==> config.mk <==
export PLATFORM = sky130hd
export DESIGN_NAME = fifo_wr_packer_flat
export DESIGN_NICKNAME = d
export VERILOG_FILES = /design/src/rtl/fifo_wr_packer_if.sv /design/src/rtl/fifo_wr_packer.sv /design/src/flat_wrapper.sv
export SDC_FILE = /design/constraint.sdc
export NUM_CORES = 1
export LEC_CHECK = 0
export ABC_AREA = 1
export CAP_MARGIN = 20
export CORE_ASPECT_RATIO = 0.8
export CORE_UTILIZATION = 49
export DETAILED_ROUTE_END_ITERATION = 16
export GPL_TIMING_DRIVEN = 0
export PLACE_DENSITY = 0.76
export SLEW_MARGIN = 15
export SYNTH_ARGS = -nofsm -noshare
export SYNTH_HDL_FRONTEND = slang
export SYNTH_SLANG_ARGS = --single-unit
==> constraint.sdc <==
create_clock -name write_clk -period 1.52 [get_ports write_clk]
set_clock_uncertainty 0.1 [all_clocks]
set_input_delay 0.38 -clock write_clk [delete_from_list [all_inputs] [get_ports write_clk]]
set_output_delay 0.38 -clock write_clk [all_outputs]
set_load 0.05 [all_outputs]
==> src/rtl/fifo_wr_packer_if.sv <==
// fifo_wr_packer_if
//   Bundles the upstream word handshake and the async-FIFO write port used by
//   fifo_wr_packer.
//   Signals:
//     in_data           upstream word (IN_WIDTH)
//     in_valid          in_data is valid
//     in_ready          packer can take a word this cycle
//     fifo_full         full flag from the async FIFO
//     fifo_write_data   chunk presented to the FIFO (OUT_WIDTH)
//     fifo_write_enable FIFO write strobe
//   Modports:
//     master  environment side (word source + FIFO)
//     slave   packer side
interface fifo_wr_packer_if #(
    parameter int IN_WIDTH  = 24,
    parameter int OUT_WIDTH = 6
);
    logic [IN_WIDTH-1:0]  in_data;
    logic                 in_valid;
    logic                 in_ready;
    logic                 fifo_full;
    logic [OUT_WIDTH-1:0] fifo_write_data;
    logic                 fifo_write_enable;

    modport master (
        output in_data,
        output in_valid,
        output fifo_full,
        input  in_ready,
        input  fifo_write_data,
        input  fifo_write_enable
    );

    modport slave (
        input  in_data,
        input  in_valid,
        input  fifo_full,
        output in_ready,
        output fifo_write_data,
        output fifo_write_enable
    );
endinterface

==> src/rtl/fifo_wr_packer.sv <==
// fifo_wr_packer
//   Splits each IN_WIDTH upstream word into K = IN_WIDTH/OUT_WIDTH chunks and
//   writes them LSB-first into an async FIFO, one chunk per cycle while the
//   FIFO is not full. A new word can be taken on the same edge the last chunk
//   of the previous one is written, giving one word per K cycles sustained.
//   Ports:
//     write_clk    clock (FIFO write domain)
//     reset        synchronous, active-high
//     bus          fifo_wr_packer_if.slave: in_data/in_valid/in_ready and
//                  fifo_full/fifo_write_data/fifo_write_enable
//     word_done    pulse in the cycle the final chunk of a word is written
//     busy         a word is held
//     stall_count  16-bit saturating count of SEND cycles blocked by
//                  fifo_full; present only when FWP_STALL_CNT_EN is defined
//   Optional feature macro: FWP_STALL_CNT_EN
module fifo_wr_packer #(
    parameter int IN_WIDTH  = 24,
    parameter int OUT_WIDTH = 6
) (
    input  logic                 write_clk,
    input  logic                 reset,
    fifo_wr_packer_if.slave      bus,
    output logic                 word_done,
    output logic                 busy
`ifdef FWP_STALL_CNT_EN
    ,
    output logic [15:0]          stall_count
`endif
);
    localparam int K     = IN_WIDTH / OUT_WIDTH;
    localparam int IDX_W = (K > 1) ? $clog2(K) : 1;

    if (IN_WIDTH != K * OUT_WIDTH || K < 2) begin : g_bad_cfg
        $error("fifo_wr_packer: IN_WIDTH must be an integer multiple K>=2 of OUT_WIDTH");
    end

    typedef enum logic {IDLE, SEND} state_t;

    state_t                           state;
    logic [IDX_W-1:0]                 idx;
    logic [K-1:0][OUT_WIDTH-1:0]      hold;
    logic                             last_chunk;
    logic                             accept;

    assign last_chunk            = (idx == IDX_W'(K - 1));
    assign bus.fifo_write_enable = (state == SEND) && !bus.fifo_full;
    // Ready on the last chunk lets the next word load with no idle cycle.
    assign bus.in_ready          = (state == IDLE) ||
                                   ((state == SEND) && last_chunk && !bus.fifo_full);
    assign bus.fifo_write_data   = hold[idx];
    assign accept                = bus.in_valid && bus.in_ready;
    assign word_done             = bus.fifo_write_enable && last_chunk;
    assign busy                  = (state == SEND);

    always_ff @(posedge write_clk) begin
        if (reset) begin
            state <= IDLE;
            idx   <= '0;
            hold  <= '0;
        end else begin
            case (state)
                IDLE: begin
                    if (accept) begin
                        hold  <= bus.in_data;
                        idx   <= '0;
                        state <= SEND;
                    end
                end
                SEND: begin
                    // fifo_full freezes everything so no chunk is lost or repeated.
                    if (!bus.fifo_full) begin
                        if (last_chunk) begin
                            idx <= '0;
                            if (accept) begin
                                hold <= bus.in_data;
                            end else begin
                                state <= IDLE;
                            end
                        end else begin
                            idx <= idx + IDX_W'(1);
                        end
                    end
                end
                default: begin
                    state <= IDLE;
                    idx   <= '0;
                end
            endcase
        end
    end

`ifdef FWP_STALL_CNT_EN
    function automatic logic [15:0] sat_inc16(input logic [15:0] v);
        return (v == 16'hFFFF) ? v : v + 16'd1;
    endfunction

    always_ff @(posedge write_clk) begin
        if (reset) begin
            stall_count <= '0;
        end else if ((state == SEND) && bus.fifo_full) begin
            stall_count <= sat_inc16(stall_count);
        end
    end
`endif
endmodule

==> src/flat_wrapper.sv <==
// flat-port wrapper written by rule: the top's interface ports become plain ports
module fifo_wr_packer_flat 
#(
    parameter int IN_WIDTH  = 24,
    parameter int OUT_WIDTH = 6
)
  (write_clk, reset, word_done, busy, bus_in_data, bus_in_valid, bus_fifo_full, bus_in_ready, bus_fifo_write_data, bus_fifo_write_enable);
  fifo_wr_packer_if #(.IN_WIDTH(IN_WIDTH), .OUT_WIDTH(OUT_WIDTH)) bus_i ();
  input  logic write_clk;
  input  logic reset;
  output logic word_done;
  output logic busy;
  input wire logic [$bits(bus_i.in_data)-1:0] bus_in_data;
  input wire logic [$bits(bus_i.in_valid)-1:0] bus_in_valid;
  input wire logic [$bits(bus_i.fifo_full)-1:0] bus_fifo_full;
  output wire logic [$bits(bus_i.in_ready)-1:0] bus_in_ready;
  output wire logic [$bits(bus_i.fifo_write_data)-1:0] bus_fifo_write_data;
  output wire logic [$bits(bus_i.fifo_write_enable)-1:0] bus_fifo_write_enable;
  assign bus_i.in_data = bus_in_data;
  assign bus_i.in_valid = bus_in_valid;
  assign bus_i.fifo_full = bus_fifo_full;
  assign bus_in_ready = bus_i.in_ready;
  assign bus_fifo_write_data = bus_i.fifo_write_data;
  assign bus_fifo_write_enable = bus_i.fifo_write_enable;
  fifo_wr_packer #(.IN_WIDTH(IN_WIDTH), .OUT_WIDTH(OUT_WIDTH)) u_core (.write_clk(write_clk), .reset(reset), .bus(bus_i), .word_done(word_done), .busy(busy));
endmodule
# Word-level counts from Yosys, hierarchy flattened
# Cells that the tools add are included.
# W data, S select, Z words.
[classes]
n_addsub = 1
mul = 0
div = 0
order_cmp = 1
eq_ne = 4
n_shift = 0
mux = 14
n_bitwise = 1
n_reduce_logical = 9
[op_table]
columns = ["operator", "n"]
rows = [
  ["$mux W24", 3],
  ["$pmux W24 S2", 1],
  ["$bmux W6 S2", 1],
  ["$mux W2", 3],
  ["$mux W6", 1],
  ["$logic_and A1 B1 Y1", 5],
  ["$ne A2 B2 Y1 const B", 2],
  ["$pmux W2 S2", 1],
  ["$reduce_and A2 Y1", 2],
  ["$lt A2 B3 Y1 const B", 1],
  ["$mux W1", 3],
  ["$add A2 B1 Y2 const B", 1],
  ["$eq A2 B2 Y1 const B", 1],
  ["$ne A2 B1 Y1 const B", 1],
  ["$pmux W1 S2", 1],
  ["$logic_not A1 Y1", 1],
  ["$logic_or A1 B1 Y1", 1],
  ["$not A1 Y1", 1],
]
[word_totals]
register_bits = 27
latch_bits = 0
mem_bits_rw = 0
rom_bits = 0
out_inout_bits = 10
elab_cells = 36
n_memories = 0

# Logic depth before layout (Yosys ltp)
# Gate-level depths: netlist (run 1).
[logic_depth]
depth_word = 9
ltp_mapped = 8
depth_no_buf = 7

# Least setup slack after synthesis (run 1)
# Ideal clock, no wire load.
[synth_timing]
path_kind = "reg-to-output"
from = "register u_core.state, in the netlist u_core.busy"
to = "output port word_done"
arrival_ns = 1.526
required_ns = 1.040
setup_slack_ns = -0.486
stages_incl_launch_ff = 3
path_buffers = 0
path_cell_list = "dfxtp_1 > nand2_1 > nor2_1"
[synth_between]
elab_chain_cells = 2
[synth_rtl]
columns = ["element", "line", "text"]
rows = [
  ["start: declaration", "fifo_wr_packer.sv:39", "state_t state;"],
  ["start signal: assignment", "fifo_wr_packer.sv:57", "state <= IDLE;"],
  ["start signal: assignment", "fifo_wr_packer.sv:66", "state <= SEND;"],
  ["start signal: assignment", "fifo_wr_packer.sv:77", "state <= IDLE;"],
  ["$logic_and A1 B1 Y1", "fifo_wr_packer.sv:46", "assign bus.fifo_write_enable = (state == SEND) && !bus.fifo_full;"],
  ["$logic_and A1 B1 Y1", "fifo_wr_packer.sv:52", "assign word_done = bus.fifo_write_enable && last_chunk;"],
  ["end: declaration", "flat_wrapper.sv:11", "output logic word_done;"],
]
# Every way passes these cells.

# Final worst setup path (run 1)
[layout_timing]
from = "register u_core.idx[0]"
to = "output port bus_fifo_write_data[3]"
[layout_between]
elab_chain_cells = 2
[layout_rtl]
columns = ["element", "line", "text"]
rows = [
  ["start: declaration", "fifo_wr_packer.sv:40", "logic [IDX_W-1:0] idx;"],
  ["start signal: assignment", "fifo_wr_packer.sv:80", "idx <= idx + IDX_W'(1);"],
  ["$bmux W6 S2", "fifo_wr_packer.sv:50", "assign bus.fifo_write_data = hold[idx];"],
  ["$mux W6 (not written as such)", "fifo_wr_packer.sv:50", ""],
  ["end: declaration", "flat_wrapper.sv:17", "output wire logic [$bits(bus_i.fifo_write_data)-1:0] bus_fifo_write_data;"],
]
# Every way passes these cells. The select of a mux whose other input is x is not followed.

==> out/results.ini, run 1 <==
[place]
port_buffers=36
placedCellCount=338
dp_hpwl_um=2680
place.gp.congestion=0.817

[sta]
period_share_pct=121
maxSlewViolCount=0
setup_viol=8
worstMarginPinSlew_ps=247
max_freq_mhz=542
relSlewSlack_pct=83.6
hold_viol=0
period_needed_ps=1840
fin_ws_ps=-325
fin_tns_setup_ps=-2140
rsz0062_at_grt=true

[global_route]
grt_overflow=0
antenna_found_initial=0
grtUsageTotal_pct=24.3
grt_start_max_net_pins=15
grt_pass1_vias=1446
grt_pass1_wl_um=6400

[drt]
postRouteAntennaNets=0
first_iter_violations=85
routed-via-count=1653
drc=0
wl_per_cell_um=11.2
routed_via_density=4.68
postRouteWirelength_um=3950
drtPass1Iterations=4

[floorplan]
die_h_um=52.8
initial_core_util_pct=51.2
io_pins=38
die_w_um=65.5
num_rows=18
core_um2=3090
die_area_um2=3460

[critical_path]
reg2reg_from=u_core.idx[0]
arrival_ps=1360
worstPathMaxFanout=8
r2r_cells=9
required_ps=1040
worstSetupPathType=register to output port
reg2reg_to=u_core.hold[13]
r2r_slack_ps=20
cp-end-kind=output port
start_kind=register

[power_and_ir_drop]
seqPwrFrac_pct=42.5
combPwrFrac_pct=35.5
p_leak_nw=1.22
p_switching_mw=0.623
intPower_mw=1.24
p_clk_share_pct=22.0
power_density_nw_per_um2=818
peakVddDrop_v=0.000689
swShare_pct=33.4

[layout]
fin_util_pct=73.9
fill_cells=247
nets=343
num_antenna_cells=0
area_growth_syn_to_layout_pct=44.3
multi_input_area_um2=719
stdcell_count=353
seqCellArea_um2=549
drive_gt1_share_pct=19.2

[clock_tree]
clkTransAtPathRegs_ps=90
cts_hold_buffers=0
clockBufferDepth=2
clock_sinks=27
cts_root_buf=clkbuf_8
cts_buffers=3
cts_tree=yes
htreeDepth=1
clk_latency_ps=270

[yosys]
synth_top_area_cell=dfxtp_1
synth.top_cells.by_area=dfxtp_1, inv_1, nand2_1, nand4_1, nor2_1
ys_ff_latch=27
yosysTopAreaCellShare_pct=34.2
ys.flop_type=dfxtp_1
synth.most_common_cell=inv_1
synth.distinct_cells=16
post_synth_inst_count=262
syn_avg_cell_area_um2=6.03
synthesis.nets=291
synth_area_um2=1580
synth_edf_count=0
yosysSeqAreaShare_pct=34.2
synthTopCellsByCount=inv_1, nand2_1, dfxtp_1
yosysWarnings=0
synthArstFlopShare_pct=0

[outcome]
violations=negative setup slack
outcome=complete, but fails checks

[job]
max-cap-violations=0

[min_path]
hold_path_depth=4
hold_start=u_core.hold[5]
hold_path_class=register to register
worstHoldEndpoint=u_core.hold[5]

metal layers:
layer / share of wire, % / track usage, %
met2: 46 / 40.5
met4: 0.30 / 2.17
met5: 0 / 0
met3: 3.8 / 5.22
met1: 49 / 33.0
worst max-delay path, stage by stage, from the launching register on:
cell	delay, ps
dfxtp_2	340
buf_6	140
clkbuf_16	150
o211ai_1	210
nand2_2	90
buf_8	150
power groups by stage:
stage          logic (mW)  registers, mW  clock network, mW
2_1_floorplan       0.378          0.807                  0
3_3_place_gp        0.556          0.805                  0
3_5_place_dp        0.567          0.807                  0
4_1_cts             0.602          0.791              0.412
5_1_grt             0.729          0.799              0.440
6_report            0.662          0.793              0.410
state kept, by name (all words and copies together), names as in the netlist:
name,flops
u_core.busy,1
u_core.hold,24
u_core.idx,2
how the worst max path moves through the flow:
stage	from	end	slack [ps]	depth (start not counted)
after floorplan	u_core.idx[1]	bus_fifo_write_data[0]	20	3
after global placement	bus_fifo_full	bus_in_ready	-1000	5
after detailed placement	bus_fifo_full	bus_in_ready	-1020	5
after CTS	u_core.idx[0]	bus_fifo_write_data[5]	-320	5
after global routing	u_core.idx[0]	bus_fifo_write_data[3]	-380	5
final	u_core.idx[0]	bus_fifo_write_data[3]	-320	5
stage by stage:
step / power (mW) / worst slack, ps / instance area [um2] / hold WS (ps)
after floorplan: 1.18 / 18.7 / 1630 / 349
after global placement: 1.36 / -995 / 2040 / 395
after detailed placement: 1.37 / -1020 / 2040 / 397
after CTS: 1.80 / -321 / 2160 / 417
after global routing: 1.97 / -380 / 2280 / 446
final: 1.87 / -325 / 2280 / 417
cell usage in the layout (no fill, tap or decap), drive strengths merged:
cell type,netlist,routed
nand4,24,24
clkinvlp,0,2
buf,11,32
o211ai,6,6
nor2,26,26
a21oi,8,8
o21ai,8,8
dlygate4sd2,0,1
nand2,67,67
nand3,2,2
clkdlybuf4s50,0,25
clkbuf,4,8
inv,77,76
ha,1,1
dfxtp,27,27
logic make-up after synthesis:
family                     synth area share (%)
buffers and inverters                      23.8
and+or+nand+nor                            33.3
DFF                                        34.2
AOI/OAI and AO/OA                          7.92
adders and majority gates                 0.792
cell type report:
| class | instances | area share [%] |
|---|---|---|
| plain buffers | 15 | 5.98 |
| clock buffers | 4 | 1.98 |
| inverters | 78 | 13.3 |
| multi-input cells | 142 | 31.6 |
| flip-flops and latches | 27 | 24.1 |
| well taps | 40 | 2.20 |
| repair buffers | 47 | 20.9 |
repair_timing:
item,CTS,global route
gates resized for setup,83,29
gates cloned,1,1
endpoints found under the setup margin,10,30
pin swaps,6,4
setup buffers,3,6
Power figures use the tool's default switching activity.
==> run 2: changes to the inputs <==
--- a/config.mk
+++ b/config.mk
@@ -12,6 +12,7 @@
 export DETAILED_ROUTE_END_ITERATION = 16
 export GPL_TIMING_DRIVEN = 0
 export PLACE_DENSITY = 0.76
+export SKIP_CTS_REPAIR_TIMING = 1
 export SLEW_MARGIN = 15
 export SYNTH_ARGS = -nofsm -noshare
 export SYNTH_HDL_FRONTEND = slang
==> run 2 against run 1 <==
  * The flow still finishes with violations (negative setup slack)
  * Maximum frequency grew 0.74%
  * Combinational power shrank 6.5%
  * First-iteration DRC count shrank 40%
  * Count of clock-buffer cells in the layout is the same
  * Power shrank 2.2%
  * Die area is the same
  * Largest cell class unchanged
  * Global-route usage shrank 0.55 points
  * Sequential share of layout area grew 0.96 points
  * Core utilization shrank 3.2 points
  * Routed wire length shrank 4.3%
  * Register-to-register slack is essentially flat
==> out/results.ini, run 2 (same netlist as run 1, synthesis figures left out) <==
[sta]
hold_viol=0  ; unchanged
fin_ws_ps=-311  ; +13.6 ps
relSlewSlack_pct=81.7  ; -1.9 points
rsz0062_at_grt=true
period_needed_ps=1830  ; -13.6 ps
setup_viol=8  ; unchanged
max_freq_mhz=546  ; +0.74%
maxSlewViolCount=0  ; unchanged
hold_ws_ps=415  ; -2.43 ps
period_share_pct=120  ; -0.89 points
worstMarginPinSlew_ps=275  ; +28.1 ps

[layout]
largest_reg_flops=24  ; unchanged
final_cell_mix=inv_1, nand2_1, clkdlybuf4s50_1
area_growth_syn_to_layout_pct=38.1
nets=336  ; -2.0%
num_antenna_cells=0  ; unchanged
stdcell_count=346  ; -2.0%
largest_register=u_core.hold
multi_input_area_um2=716  ; -0.52%
layout_commonest_cell=inv_1
fill_cells=269  ; +8.9%
drive_gt1_share_pct=17.0  ; -2.2 points
seqCellArea_um2=547  ; -0.46%

[place]
port_buffers=36  ; unchanged
dp_hpwl_um=2680  ; unchanged
placedCellCount=338  ; unchanged
place.gp.congestion=0.817  ; unchanged

[critical_path]
start_kind=register
arrival_ps=1350  ; about the same
cpPeakStageDelay_ps=350  ; about the same
r2r_slack_ps=30  ; about the same
crit_slowest_cell=dfxtp_2
worstSetupPathType=register to output port
required_ps=1040  ; about the same
cp_common_cell=buf_6
crit_chain=buf_6 > buf_8 > o211ai_1 > nand2_2 > buf_6
cp-end-kind=output port
worstPathMaxFanout=10  ; +2
reg2reg_from=u_core.idx[0]
reg2reg_to=u_core.hold[1]
r2r_cells=9  ; unchanged

[global_route]
grt.met1_usage_pct=31.9  ; -1.1 points
gr-usage-met3_pct=5.22  ; unchanged
grtUsageTotal_pct=23.7  ; -0.55 points
grt_util_met2_pct=39.7  ; -0.86 points
antenna_found_initial=0  ; unchanged
grt_pass1_vias=1416  ; -2.1%
grt_start_max_net_pins=15  ; unchanged
grt.busiest_layer=met2
grt_pass1_wl_um=6260  ; -2.2%
grt_overflow=0  ; unchanged

[outcome]
violations=negative setup slack
outcome=complete, but fails checks

[job]
max-cap-violations=0  ; unchanged

[drt]
routed_via_density=4.66  ; -0.51%
postRouteWirelength_um=3780  ; -4.3%
drtPass1Iterations=4  ; unchanged
routed-via-count=1612  ; -2.5%
first_iter_violations=51  ; -40%
wl_per_cell_um=10.9  ; -2.4%
postRouteAntennaNets=0  ; unchanged
drc=0  ; unchanged

[clock_tree]
cts_buffers=3  ; unchanged
cts_tree=yes
clkTransAtPathRegs_ps=90  ; about the same
clock_sinks=27  ; unchanged
cts_root_buf=clkbuf_8
clockBufferDepth=2  ; unchanged
clk_latency_ps=270  ; about the same
htreeDepth=1  ; unchanged

[floorplan]
die_w_um=65.5  ; unchanged
num_rows=18  ; unchanged
initial_core_util_pct=51.2  ; unchanged
die_h_um=52.8  ; unchanged
core_um2=3090  ; unchanged
die_area_um2=3460  ; unchanged
io_pins=38  ; unchanged

[min_path]
worstHoldEndpoint=u_core.hold[5]
hold_path_class=register to register
hold_start=u_core.hold[5]
hold_path_depth=4  ; unchanged

[power_and_ir_drop]
peakVddDrop_v=0.000689  ; about the same
total_power_mw=1.82  ; -2.2%
p_leak_nw=1.18  ; -3.6%
power_density_nw_per_um2=836  ; +2.2%

-- run 2: changes by cell type in the layout (fill, tap and decap cells not counted), sizes merged --
cell,change
buf,-6
clkbuf,-1
dlygate4sd2,-1
dlymetal6s2s,+1
-- run 2: metrics by stage --
stage | TNS, ps | area (um2) | utilization [%] | setup WS [ps]
5_1_grt | -3450 | 2180 | 70.7 | -354
6_report | -2130 | 2180 | 70.7 | -311
4_1_cts | -10090 | 2080 | 67.5 | -1180
3_3_place_gp | -13730 | 2040 | 66.0 | -995
3_5_place_dp | -13910 | 2040 | 66.0 | -1020
2_1_floorplan | 0 | 1630 | - | 18.7
-- run 2: worst max-delay path by stage --
stage	slack (ps)	endpoint	from	cells past startpoint
global placement	-1000	bus_in_ready	bus_fifo_full	5
detailed placement	-1020	bus_in_ready	bus_fifo_full	5
global route	-350	bus_fifo_write_data[2]	u_core.idx[1]	5
finish	-310	bus_fifo_write_data[5]	u_core.idx[0]	5
floorplan	20	bus_fifo_write_data[0]	u_core.idx[1]	3
CTS	-1180	bus_fifo_write_data[5]	u_core.idx[1]	4
-- run 2: critical path, delay by kind of cell, from the launching register on --
kind,cells,cell delay [ps]
buf+inv,3,430
flops,1,350
compound gates,1,210
simple gates,1,90
-- run 2: layout make-up --
type | instances | area share, %
clock buffers | 4 | 2.06
repair buffers | 40 | 18.5
inverters | 78 | 13.9
flip-flops and latches | 27 | 25.1
multi-input cells | 142 | 32.8
well taps | 40 | 2.29
plain buffers | 15 | 5.45
-- run 2: routing by layer --
layer	vias up	part of all wire (%)
met1	711	50
met2	34	45
met5	-	0
met3	2	4.3
li1	865	-
met4	0	0.32
-- run 2: power breakdown --
group | total, mW | switching [mW] | internal [mW]
Combinational | 0.619 | 0.360 | 0.260
Clock | 0.410 | 0.222 | 0.188
Sequential | 0.795 | 0.0300 | 0.765
Total | 1.82 | 0.612 | 1.21
